File: src/rtl/riscv_fetch_pkg.sv
// riscv_fetch_pkg: shared definitions for the instruction fetch stage.
// Contents:
//   - the fetch FSM state encoding
//   - the NOP word loaded into the instruction register by reset
//   - the default reset PC
//   - the opcode constants shared with the main controller
//   - a helper that flags a word-misaligned target address
package riscv_fetch_pkg;

  typedef enum logic [1:0] {
    FETCH = 2'b00,
    ISSUE = 2'b01,
    FAULT = 2'b10
  } fetch_state_t;

  localparam logic [31:0] NOP_INSTR        = 32'h0000_0013;
  localparam logic [31:0] RESET_PC_DEFAULT = 32'h0000_0000;

  localparam logic [6:0] OP_LOAD   = 7'b0000011;
  localparam logic [6:0] OP_STORE  = 7'b0100011;
  localparam logic [6:0] OP_RTYPE  = 7'b0110011;
  localparam logic [6:0] OP_BRANCH = 7'b1100011;
  localparam logic [6:0] OP_ITYPE  = 7'b0010011;
  localparam logic [6:0] OP_JAL    = 7'b1101111;
  localparam logic [6:0] OP_LUI    = 7'b0110111;

  // A target is misaligned when either of its two low bits is set.
  function automatic logic is_misaligned(input logic [1:0] low_bits);
    return (low_bits != 2'b00);
  endfunction

endpackage

File: src/rtl/pc_next_sel.sv
// pc_next_sel: combinational next-PC selection for the fetch stage.
// Ports:
//   i_pc          current PC
//   i_pc_src      taken branch from the controller
//   i_jump        JAL decoded by the controller
//   i_target_addr branch/jump target from the datapath adder
//   o_pc_plus4    i_pc + 4, modulo 2^XLEN (also the JAL link value)
//   o_next_pc     word-aligned target on a redirect, otherwise i_pc + 4
//   o_misaligned  a redirect is requested to a target with nonzero low bits
module pc_next_sel
  import riscv_fetch_pkg::*;
#(
  parameter int XLEN = 32
) (
  input  logic [XLEN-1:0] i_pc,
  input  logic            i_pc_src,
  input  logic            i_jump,
  input  logic [XLEN-1:0] i_target_addr,
  output logic [XLEN-1:0] o_pc_plus4,
  output logic [XLEN-1:0] o_next_pc,
  output logic            o_misaligned
);

  logic            w_redirect;
  logic [XLEN-1:0] w_target_aligned;

  // Addition wraps naturally at the top of the address space.
  assign o_pc_plus4       = i_pc + XLEN'(32'd4);
  assign w_redirect       = i_pc_src | i_jump;
  assign w_target_aligned = {i_target_addr[XLEN-1:2], 2'b00};
  assign o_misaligned     = w_redirect & is_misaligned(i_target_addr[1:0]);

  // Redirect mux: a branch or jump overrides sequential fetch.
  always_comb begin
    o_next_pc = o_pc_plus4;
    if (w_redirect) begin
      o_next_pc = w_target_aligned;
    end else begin
      o_next_pc = o_pc_plus4;
    end
  end

endmodule

File: src/rtl/instr_fetch_unit.sv
// instr_fetch_unit: fetch stage ahead of the main controller.
// Holds the PC, fetches one word at a time over a req/ack handshake, latches
// it and presents its fields to the controller and register file.
// Ports:
//   clk, rst                 rising-edge clock, synchronous active-high reset
//   stall                    hold the current instruction in ISSUE
//   pc_src, jump, target_addr redirect request, sampled in ISSUE without stall
//   imem_req/addr/ack/rdata  instruction memory handshake
//   instr_valid, instr, pc, pc_plus4  latched instruction and its address
//   op, funct3, funct7, funct77, rd, rs1, rs2  field slices of instr
//   fetch_fault              only when IFU_MISALIGN_TRAP_EN is defined
// Build option IFU_MISALIGN_TRAP_EN: a redirect to a misaligned target parks
// the unit in FAULT (pc = raw target) until reset. Without it the two low
// target bits are simply dropped.
module instr_fetch_unit
  import riscv_fetch_pkg::*;
#(
  parameter int              XLEN     = 32,
  parameter logic [XLEN-1:0] RESET_PC = XLEN'(RESET_PC_DEFAULT)
) (
  input  logic            clk,
  input  logic            rst,
  input  logic            stall,
  input  logic            pc_src,
  input  logic            jump,
  input  logic [XLEN-1:0] target_addr,
  output logic            imem_req,
  output logic [XLEN-1:0] imem_addr,
  input  logic            imem_ack,
  input  logic [31:0]     imem_rdata,
  output logic            instr_valid,
  output logic [31:0]     instr,
  output logic [XLEN-1:0] pc,
  output logic [XLEN-1:0] pc_plus4,
  output logic [6:0]      op,
  output logic [2:0]      funct3,
  output logic            funct7,
  output logic [6:0]      funct77,
  output logic [4:0]      rd,
  output logic [4:0]      rs1,
`ifdef IFU_MISALIGN_TRAP_EN
  output logic            fetch_fault,
`endif
  output logic [4:0]      rs2
);

  fetch_state_t    r_state;
  logic [XLEN-1:0] r_pc;
  logic [31:0]     r_instr;
  logic            r_instr_valid;
  logic [XLEN-1:0] w_next_pc;
  logic            w_misaligned;

  pc_next_sel #(.XLEN(XLEN)) u_pc_next_sel (
    .i_pc          (r_pc),
    .i_pc_src      (pc_src),
    .i_jump        (jump),
    .i_target_addr (target_addr),
    .o_pc_plus4    (pc_plus4),
    .o_next_pc     (w_next_pc),
    .o_misaligned  (w_misaligned)
  );

`ifdef IFU_MISALIGN_TRAP_EN
  logic r_fetch_fault;
  assign fetch_fault = r_fetch_fault;
`else
  logic w_unused_misaligned;
  assign w_unused_misaligned = w_misaligned;
`endif

  // Request is a decode of the registered state, forced low while rst is held
  // so the memory never sees a request during reset.
  assign imem_req    = (r_state == FETCH) & ~rst;
  assign imem_addr   = r_pc;
  assign pc          = r_pc;
  assign instr       = r_instr;
  assign instr_valid = r_instr_valid;
  assign op          = r_instr[6:0];
  assign rd          = r_instr[11:7];
  assign funct3      = r_instr[14:12];
  assign rs1         = r_instr[19:15];
  assign rs2         = r_instr[24:20];
  assign funct77     = r_instr[31:25];
  assign funct7      = r_instr[30];

  // Fetch FSM with the PC, instruction register and valid flag.
  always_ff @(posedge clk) begin
    if (rst) begin
      r_state       <= FETCH;
      r_pc          <= RESET_PC;
      r_instr       <= NOP_INSTR;
      r_instr_valid <= 1'b0;
`ifdef IFU_MISALIGN_TRAP_EN
      r_fetch_fault <= 1'b0;
`endif
    end else begin
      case (r_state)
        FETCH: begin
          // Address stays on r_pc until the memory acknowledges.
          if (imem_ack) begin
            r_instr       <= imem_rdata;
            r_instr_valid <= 1'b1;
            r_state       <= ISSUE;
          end
        end
        ISSUE: begin
          // Acks arriving here are stale and deliberately ignored.
          if (!stall) begin
            r_instr_valid <= 1'b0;
`ifdef IFU_MISALIGN_TRAP_EN
            if (w_misaligned) begin
              r_state       <= FAULT;
              r_pc          <= target_addr;
              r_fetch_fault <= 1'b1;
            end else begin
              r_state <= FETCH;
              r_pc    <= w_next_pc;
            end
`else
            r_state <= FETCH;
            r_pc    <= w_next_pc;
`endif
          end
        end
`ifdef IFU_MISALIGN_TRAP_EN
        FAULT: begin
          // Terminal until reset.
          r_instr_valid <= 1'b0;
          r_fetch_fault <= 1'b1;
        end
`endif
        default: begin
          r_state       <= FETCH;
          r_instr_valid <= 1'b0;
        end
      endcase
    end
  end

endmodule

File: config.mk
export PLATFORM = sky130hd
export DESIGN_NAME = instr_fetch_unit
export DESIGN_NICKNAME = d
export VERILOG_FILES = /design/src/rtl/riscv_fetch_pkg.sv /design/src/rtl/pc_next_sel.sv /design/src/rtl/instr_fetch_unit.sv
export SDC_FILE = /design/constraint.sdc
export NUM_CORES = 1
export LEC_CHECK = 0
export CELL_PAD_IN_SITES_DETAIL_PLACEMENT = 1
export CELL_PAD_IN_SITES_GLOBAL_PLACEMENT = 1
export CORE_MARGIN = 8
export CORE_UTILIZATION = 25
export CTS_CLUSTER_SIZE = 14
export DETAILED_ROUTE_END_ITERATION = 8
export HOLD_SLACK_MARGIN = 0.15
export PLACE_DENSITY = 0.9
export SETUP_SLACK_MARGIN = 0.2
export SYNTH_ARGS = -nofsm -noshare
export SYNTH_HDL_FRONTEND = slang
export SYNTH_SLANG_ARGS = --single-unit
File: constraint.sdc
create_clock -name clk -period 3.5 [get_ports clk]
set_clock_uncertainty 0.1 [all_clocks]
set_input_delay 0.7 -clock clk [delete_from_list [all_inputs] [get_ports clk]]
set_output_delay 0.7 -clock clk [all_outputs]
set_load 0.02 [all_outputs]
After elaboration in Yosys (flattened, before gate mapping)
Cells that the tools add are included.
{"block": "totals", "regBits": 67, "out_inout_bits": 163}
{"block": "classes", "addsub": 1, "eq_ne": 3, "n_mux": 7, "bitwise_logic": 4, "reduce_logical": 4}
{"operator": "$add 32x3->32 const B", "n": 1}
{"operator": "$mux 32", "n": 1}
{"operator": "$reduce_and 2->1", "n": 3}
{"operator": "$mux 2", "n": 2}
{"operator": "$ne 2x2->1 const B", "n": 2}
{"operator": "$pmux 2 s2", "n": 1}
{"operator": "$eq 2x1->1 const B", "n": 1}
{"operator": "$logic_not 2->1", "n": 1}
{"operator": "$mux 1", "n": 2}
{"operator": "$not 1->1", "n": 2}
{"operator": "$pmux 1 s2", "n": 1}
{"operator": "$and 1x1->1", "n": 1}
{"operator": "$or 1x1->1", "n": 1}

Depth between registers and ports, before layout
Gate-level depths: netlist of the first run.
{"block": "logic_depth", "ltp_word": 3, "ltp_mapped": 8, "mapped_depth_nobuf": 6}

Cells and area by module
Synthesis of the first run repeated with hierarchy kept, for this count alone.
{"block": "hier_totals", "cells_unflattened": 537, "area_unflattened_um2": 4684.5}
{"module": "instr_fetch_unit", "instances": 1, "cells_per_inst": 361, "area_each_um2": 3592.2, "seq_area_each_um2": 1301.2}
{"module": "pc_next_sel", "instances": 1, "cells_per_inst": 176, "area_each_um2": 1092.3, "seq_area_each_um2": 0.0}

Least setup slack after synthesis of the first run
OpenSTA, ideal clock, no wires.
{"block": "synth_timing", "path_type": "register -> output", "startpoint": "register r_pc[2], in the netlist imem_addr[2]", "endpoint": "output port pc_plus4[26]", "arrival_ns": 2.385, "slack_ns": 0.315, "path_stages_with_launch": 7, "path_cell_list": "dfxtp_1 -> ha_1 -> nand3_2 -> or4_4 -> buf_6 -> or4_4 -> xnor2_2"}
{"block": "synth_via", "elab_chain_cells": 1}
{"element": "from (decl)", "line_no": "instr_fetch_unit.sv:48", "source": "logic [XLEN-1:0] r_pc;"}
{"element": "from (signal assigned)", "line_no": "instr_fetch_unit.sv:122", "source": "r_pc <= w_next_pc;"}
{"element": "$add 32x3->32", "line_no": "pc_next_sel.sv:28", "source": "assign o_pc_plus4 = i_pc + XLEN'(32'd4);"}
{"element": "to (decl)", "line_no": "instr_fetch_unit.sv:34", "source": "output logic [XLEN-1:0] pc_plus4,"}
No other way between the ends.

Final worst setup path of the first run
{"block": "layout_timing", "startpoint": "register r_pc[13], in the netlist imem_addr[13]", "endpoint": "output port pc_plus4[26]"}
Same word-level chain as after synthesis.

==> impl_metrics.tcl, run 1 <==
set metrics [dict create \
    dr_total_vias 3965 \
    tightest_slew_ns 0.932 \
    r2r_slack_ns 1.24 \
    slowest_delay_ns 0.64 \
    gr-total-overflow 0 \
    maxCapViolCount 0 \
    synth_common_cells "nand2_1, buf_4, dfxtp_1" \
    grt_use_total_pct 15.9 \
    post-synth-top-count-cell "nand2_1" \
    place_inst 818 \
    path_cells "nand4_2 > or4_4 > or4_4 > xnor2_2 > clkbuf_2" \
    synth_edf_count 0 \
    crit_slowest_cell "or4_4" \
    wl_per_cell_microns 18.3 \
    clock_latency_ns 0.32 \
    die_height_microns 137 \
    hold_violations 0 \
    end_kind "primary output" \
    yosys.area_share.simple_pct 22.5 \
    worstPathRequired_ns 2.70 \
    antenna-diode-count 0 \
    die-area_sq_mm 0.0187 \
    cts.path.max_buffers 2 \
    place_hpwl_microns 11900 \
    peakVddDrop_v 0.000189 \
    nets 718 \
    worstPathArrival_ns 2.44 \
    critPathLaunchType "register" \
    synth.area.top_cells "dfxtp_1, buf_4, nand2_1, a21oi_1, xnor2_1" \
    p_leak_uw 0.00245 \
    fin_cells 836 \
    initial_core_util_pct 25.3 \
    syn-cell-area_sq_mm 0.00365 \
    ys_warn_count 0 \
    p_per_area_mw_per_mm2 349 \
    path_clk_slew_ns 0.06 \
    crit_path_max_fanout 6 \
    rows 44 \
    grt_max_degree 33 \
    setup_viol 0 \
    synthDistinctLibCells 46 \
    critical_path.startpoint "imem_addr[13]" \
    yosysTopAreaCellShare_pct 34.5 \
    cpLargestDelayFamily "simple AND/OR/NAND/NOR gates" \
    gp_congestion 0.765 \
    crit_top_cell "or4_4" \
    status "complete, no violations" \
    synthAdderAreaFrac_pct 0.343 \
    core_region_area_sq_mm 0.0144 \
    critical_path_buf_inv_count 1 \
    r2r_end "imem_addr[26]" \
    grt_first_pass_wirelength_microns 23200 \
    period_minus_slack_ns 3.24 \
    drive_above_1_share_pct 10.7 \
    synth_top_flop_cell "dfxtp_1" \
    hold_path.class "reg -> reg" \
    crit_cells 5 \
    path_class "reg -> out" \
    hold_buffers 0 \
    port_buffers 224 \
    wl_microns 15300 \
    cts_tree "yes" \
    area_growth_pct 65.8 \
    max_freq_mhz 308 \
    cts-root-buf "clkbuf_16" \
    max_slew_margin_pct 37.7 \
    reg2reg_from "imem_addr[13]" \
    io_pins 233 \
    numCtsBuffers 9 \
    first_global_vias 4211 \
    ant_nets 0 \
    critPathCapture "pc_plus4[26]" \
    synth_top_family_by_area "simple AND/OR/NAND/NOR gates" \
    die_w_microns 137 \
    fin_crit_sh_pct 92.7 \
    drc 0 \
    viasPerCell 4.74 \
    antenna_found_initial 0 \
    htree_levels 3 \
    cts.sinks 63 \
    synthCells 471 \
    final.setup.tns_ns 0 \
    synthXorXnorAreaFrac_pct 6.92 \
    reg2reg_depth 5 \
    ys_seq_area_share_pct 34.5 \
    async_flop_share_pct 0 \
    drt-initial-drc-count 115 \
    muxShareOfSynthArea_pct 0.548 \
    synth_compound_area_share_pct 16.6 \
    rsz0062_at_grt "true" \
    firstDrtPassIters 4 \
    drv_slew 0 \
    synth_top_area_cell "dfxtp_1" \
    ys_ff_latch 63 \
    avgSynthCellArea_sq_um 7.75 \
]
## logic make-up after synthesis
logic type / Yosys count
fa+ha+maj: 1
simple gates: 166
compound gates: 103
flops: 63
buf+inv: 107
other cells: 1
mux: 2
xor+xnor: 28
## registers in the layout, summed over array words and instances (netlist names)
name         flops
imem_addr       30
instr           32
instr_valid      1
## how the worst min path moves through the flow
stage                     depth (start not counted)  slack, ns        end      start
after floorplan                                   2       0.45  instr[31]  instr[31]
after global placement                            2       0.35  instr[27]  instr[27]
after detailed placement                          2       0.36  instr[18]  instr[18]
after CTS                                         2       0.37  instr[25]  instr[25]
after global routing                              2       0.40  instr[25]  instr[25]
final                                             2       0.37  instr[25]  instr[25]
## per-stage QoR
stage | hold slack, ns | utilization [%] | total power, uW | instance area, sq um | setup slack (ns)
detailed placement | 0.361 | 39.9 | 1330 | 5760 | 0.171
global placement | 0.355 | 39.9 | 1310 | 5760 | 0.204
finish | 0.371 | 42.0 | 2110 | 6050 | 0.257
floorplan | 0.446 | - | 1080 | 3670 | 0.315
CTS | 0.372 | 41.9 | 2140 | 6050 | 0.0679
global route | 0.397 | 42.0 | 2220 | 6050 | 0.168
## placed cells by master, fill, tap and decap left out, types with 3 or more instances in the layout
cell,synthesis,final
conb_1,1,6
xor2_1,7,7
buf_4,69,34
or3_1,4,4
o311ai_0,4,4
a21o_1,7,7
dlymetal6s2s_1,0,4
nand2_1,82,82
dlygate4sd2_1,0,14
nor2_1,22,22
clkdlybuf4s50_1,0,205
nand3_1,14,14
o21ai_0,24,24
nand4_1,9,9
xnor2_1,20,20
dfxtp_1,63,62
nor3_1,5,4
clkinv_2,0,5
inv_1,9,9
o22ai_1,3,3
nand3b_1,3,3
a22o_1,7,7
a21oi_1,47,46
a22oi_1,6,6
clkbuf_16,0,9
nor4_1,9,7
## metal layers
metal	wire length [microns]	global-route usage (%)	vias up
li1	-	-	1886
met1	6150	17.8	1885
met2	7340	27.5	175
met3	1560	5.69	19
met4	251	5.01	0
met5	0	0	-
## power by group
group          switching [uW]  internal, uW
logic                     257           251
registers                38.3           755
clock network             339           472
## timing repair
action,4_1_cts,5_1_grt
gates resized for setup,20,6
setup buffers,2,0
setup endpoints to repair,15,5
pin swaps,1,0
## worst reg2reg max path, stage by stage (launching register included)
cell and delay (ns):
dfxtp_1 0.44, nand4_2 0.21, or4_4 0.64, or4_4 0.45, xnor2_2 0.15, a21o_1 0.16
## final cells by class
class / count / area [sq um]
multi-input cells: 306 / 1780
clock inverters: 7 / 40.0
flip-flops and latches: 63 / 1260
inverters: 9 / 33.8
well taps: 184 / 230
fillers: 1730 / 8370
clock buffers: 9 / 225
repair buffers: 258 / 2480
(Power assumes the default switching activity.)
==> run 2: changes to the inputs <==
GPL_TIMING_DRIVEN = 0   (was unset)
==> impl_metrics.tcl, run 2 (same netlist as run 1, synthesis figures left out) <==
set metrics [dict create \
    status "complete, no violations" \
    holdWs_ns 0.368 \
    timing.final.ws_setup_ns 0.177 \
    dr_total_vias 4394 \
    die_height_microns 137 \
    grt_first_pass_wirelength_microns 25000 \
    hold_path.class "reg -> reg" \
    placed_cell_area_sq_mm 0.00613 \
    die_w_microns 137 \
    gp_congestion 0.766 \
    initial_core_util_pct 25.3 \
    end_kind "primary output" \
    finalPower_uw 2270 \
    regArea_sq_mm 0.00130 \
    cts_tree "yes" \
    worstPathArrival_ns 2.52 \
    layout_commonest_cell "clkdlybuf4s50_1" \
    ant_nets 0 \
    clock_latency_ns 0.33 \
    rows 44 \
    viasPerCell 4.71 \
    antenna-diode-count 0 \
    rsz0062_at_grt "true" \
    layout_common_cells "clkdlybuf4s50_1, buf_4, nand2_1" \
    crit_path_max_fanout 6 \
    wl_per_cell_microns 18.3 \
    grt_max_degree 13 \
    period_minus_slack_ns 3.32 \
    place_hpwl_microns 12900 \
    place_ws_ns -0.542 \
    cts.sinks 63 \
    stdcell_area_sq_mm 0.00693 \
    area_growth_pct 89.7 \
    multi_input_area_sq_mm 0.00186 \
    maxCapViolCount 0 \
    gr-total-overflow 0 \
    fin_crit_sh_pct 95.0 \
    antenna_found_initial 0 \
    htree_levels 3 \
    max_slew_margin_pct 57.1 \
    p_leak_uw 0.00300 \
    port_buffers 223 \
    setup_viol 0 \
    p_per_area_mw_per_mm2 328 \
    peakVddDrop_v 0.000207 \
    nFillCells 1719 \
    max_freq_mhz 301 \
    cts-root-buf "clkbuf_16" \
    critPathLaunchType "register" \
    firstDrtPassIters 4 \
    first_global_vias 4555 \
    drc 0 \
    drv_slew 0 \
    drt-initial-drc-count 139 \
    path_clk_slew_ns 0.06 \
    drive_above_1_share_pct 21.4 \
    tightest_slew_ns 0.641 \
    wl_microns 17000 \
    nets 814 \
    core_region_area_sq_mm 0.0144 \
    grt_use_total_pct 17.1 \
    hold_violations 0 \
    worstPathRequired_ns 2.70 \
    largest_reg_flops 32 \
    io_pins 233 \
    die-area_sq_mm 0.0187 \
    cts.path.max_buffers 2 \
    path_class "reg -> out" \
    numCtsBuffers 9 \
]
[run 2: area by class of cell]
class	instances	share of cell area (%)
Sequential cell	63	18.7
Tap cell	184	3.32
Clock buffer	9	3.25
Multi-Input combinational cell	306	26.8
Inverter	9	0.542
Buffer	98	9.70
Timing Repair Buffer	256	36.6
Clock inverter	7	1.07
[run 2: critical path, stage by stage, from the launching register on]
cell and delay (ns):
dfxtp_2 0.40, nand4_4 0.20, or4_4 0.58, buf_6 0.15, or4_4 0.55, xnor2_4 0.17
buf_6 0.14
[run 2: per-stage QoR]
| stage | std cells | setup TNS, ns | util (%) |
|---|---|---|---|
| final | 932 | 0 | 48.0 |
| after global routing | 932 | 0 | 48.0 |
| after CTS | 913 | 0 | 46.3 |
| after detailed placement | 883 | -3.20 | 42.5 |
| after global placement | 883 | -2.83 | 42.5 |
| after floorplan | 476 | 0 | - |
[run 2: repair_timing]
item | in CTS | in global routing
endpoints found under the hold margin | 0 | 0
hold buffers | 0 | 0
setup buffers | 14 | 19
pin swaps | 7 | 3
setup endpoints to repair | 22 | 15
gates resized for setup | 49 | 28
[run 2: routing by layer]
| metal | track usage (%) | share of wire, % |
|---|---|---|
| met1 | 18.8 | 39 |
| met2 | 30.3 | 50 |
| met3 | 5.51 | 9.3 |
| met4 | 6.04 | 1.9 |
| met5 | 0 | 0 |
[run 2: where the power goes]
part           switching (uW)  internal, uW  leakage, uW
clock network             354           552     0.000145
registers                47.8           752     0.000524
logic                     267           300      0.00233
total                     669          1600      0.00300
[run 2: worst paths after layout]
path                  from       endpoint  slack (ns)  cells past startpoint
max          imem_addr[14]   pc_plus4[26]        0.18                      6
max reg2reg    instr_valid  imem_addr[13]        0.84                      7
min              instr[22]      instr[22]        0.37                      2
min reg2reg      instr[22]      instr[22]        0.37                      2
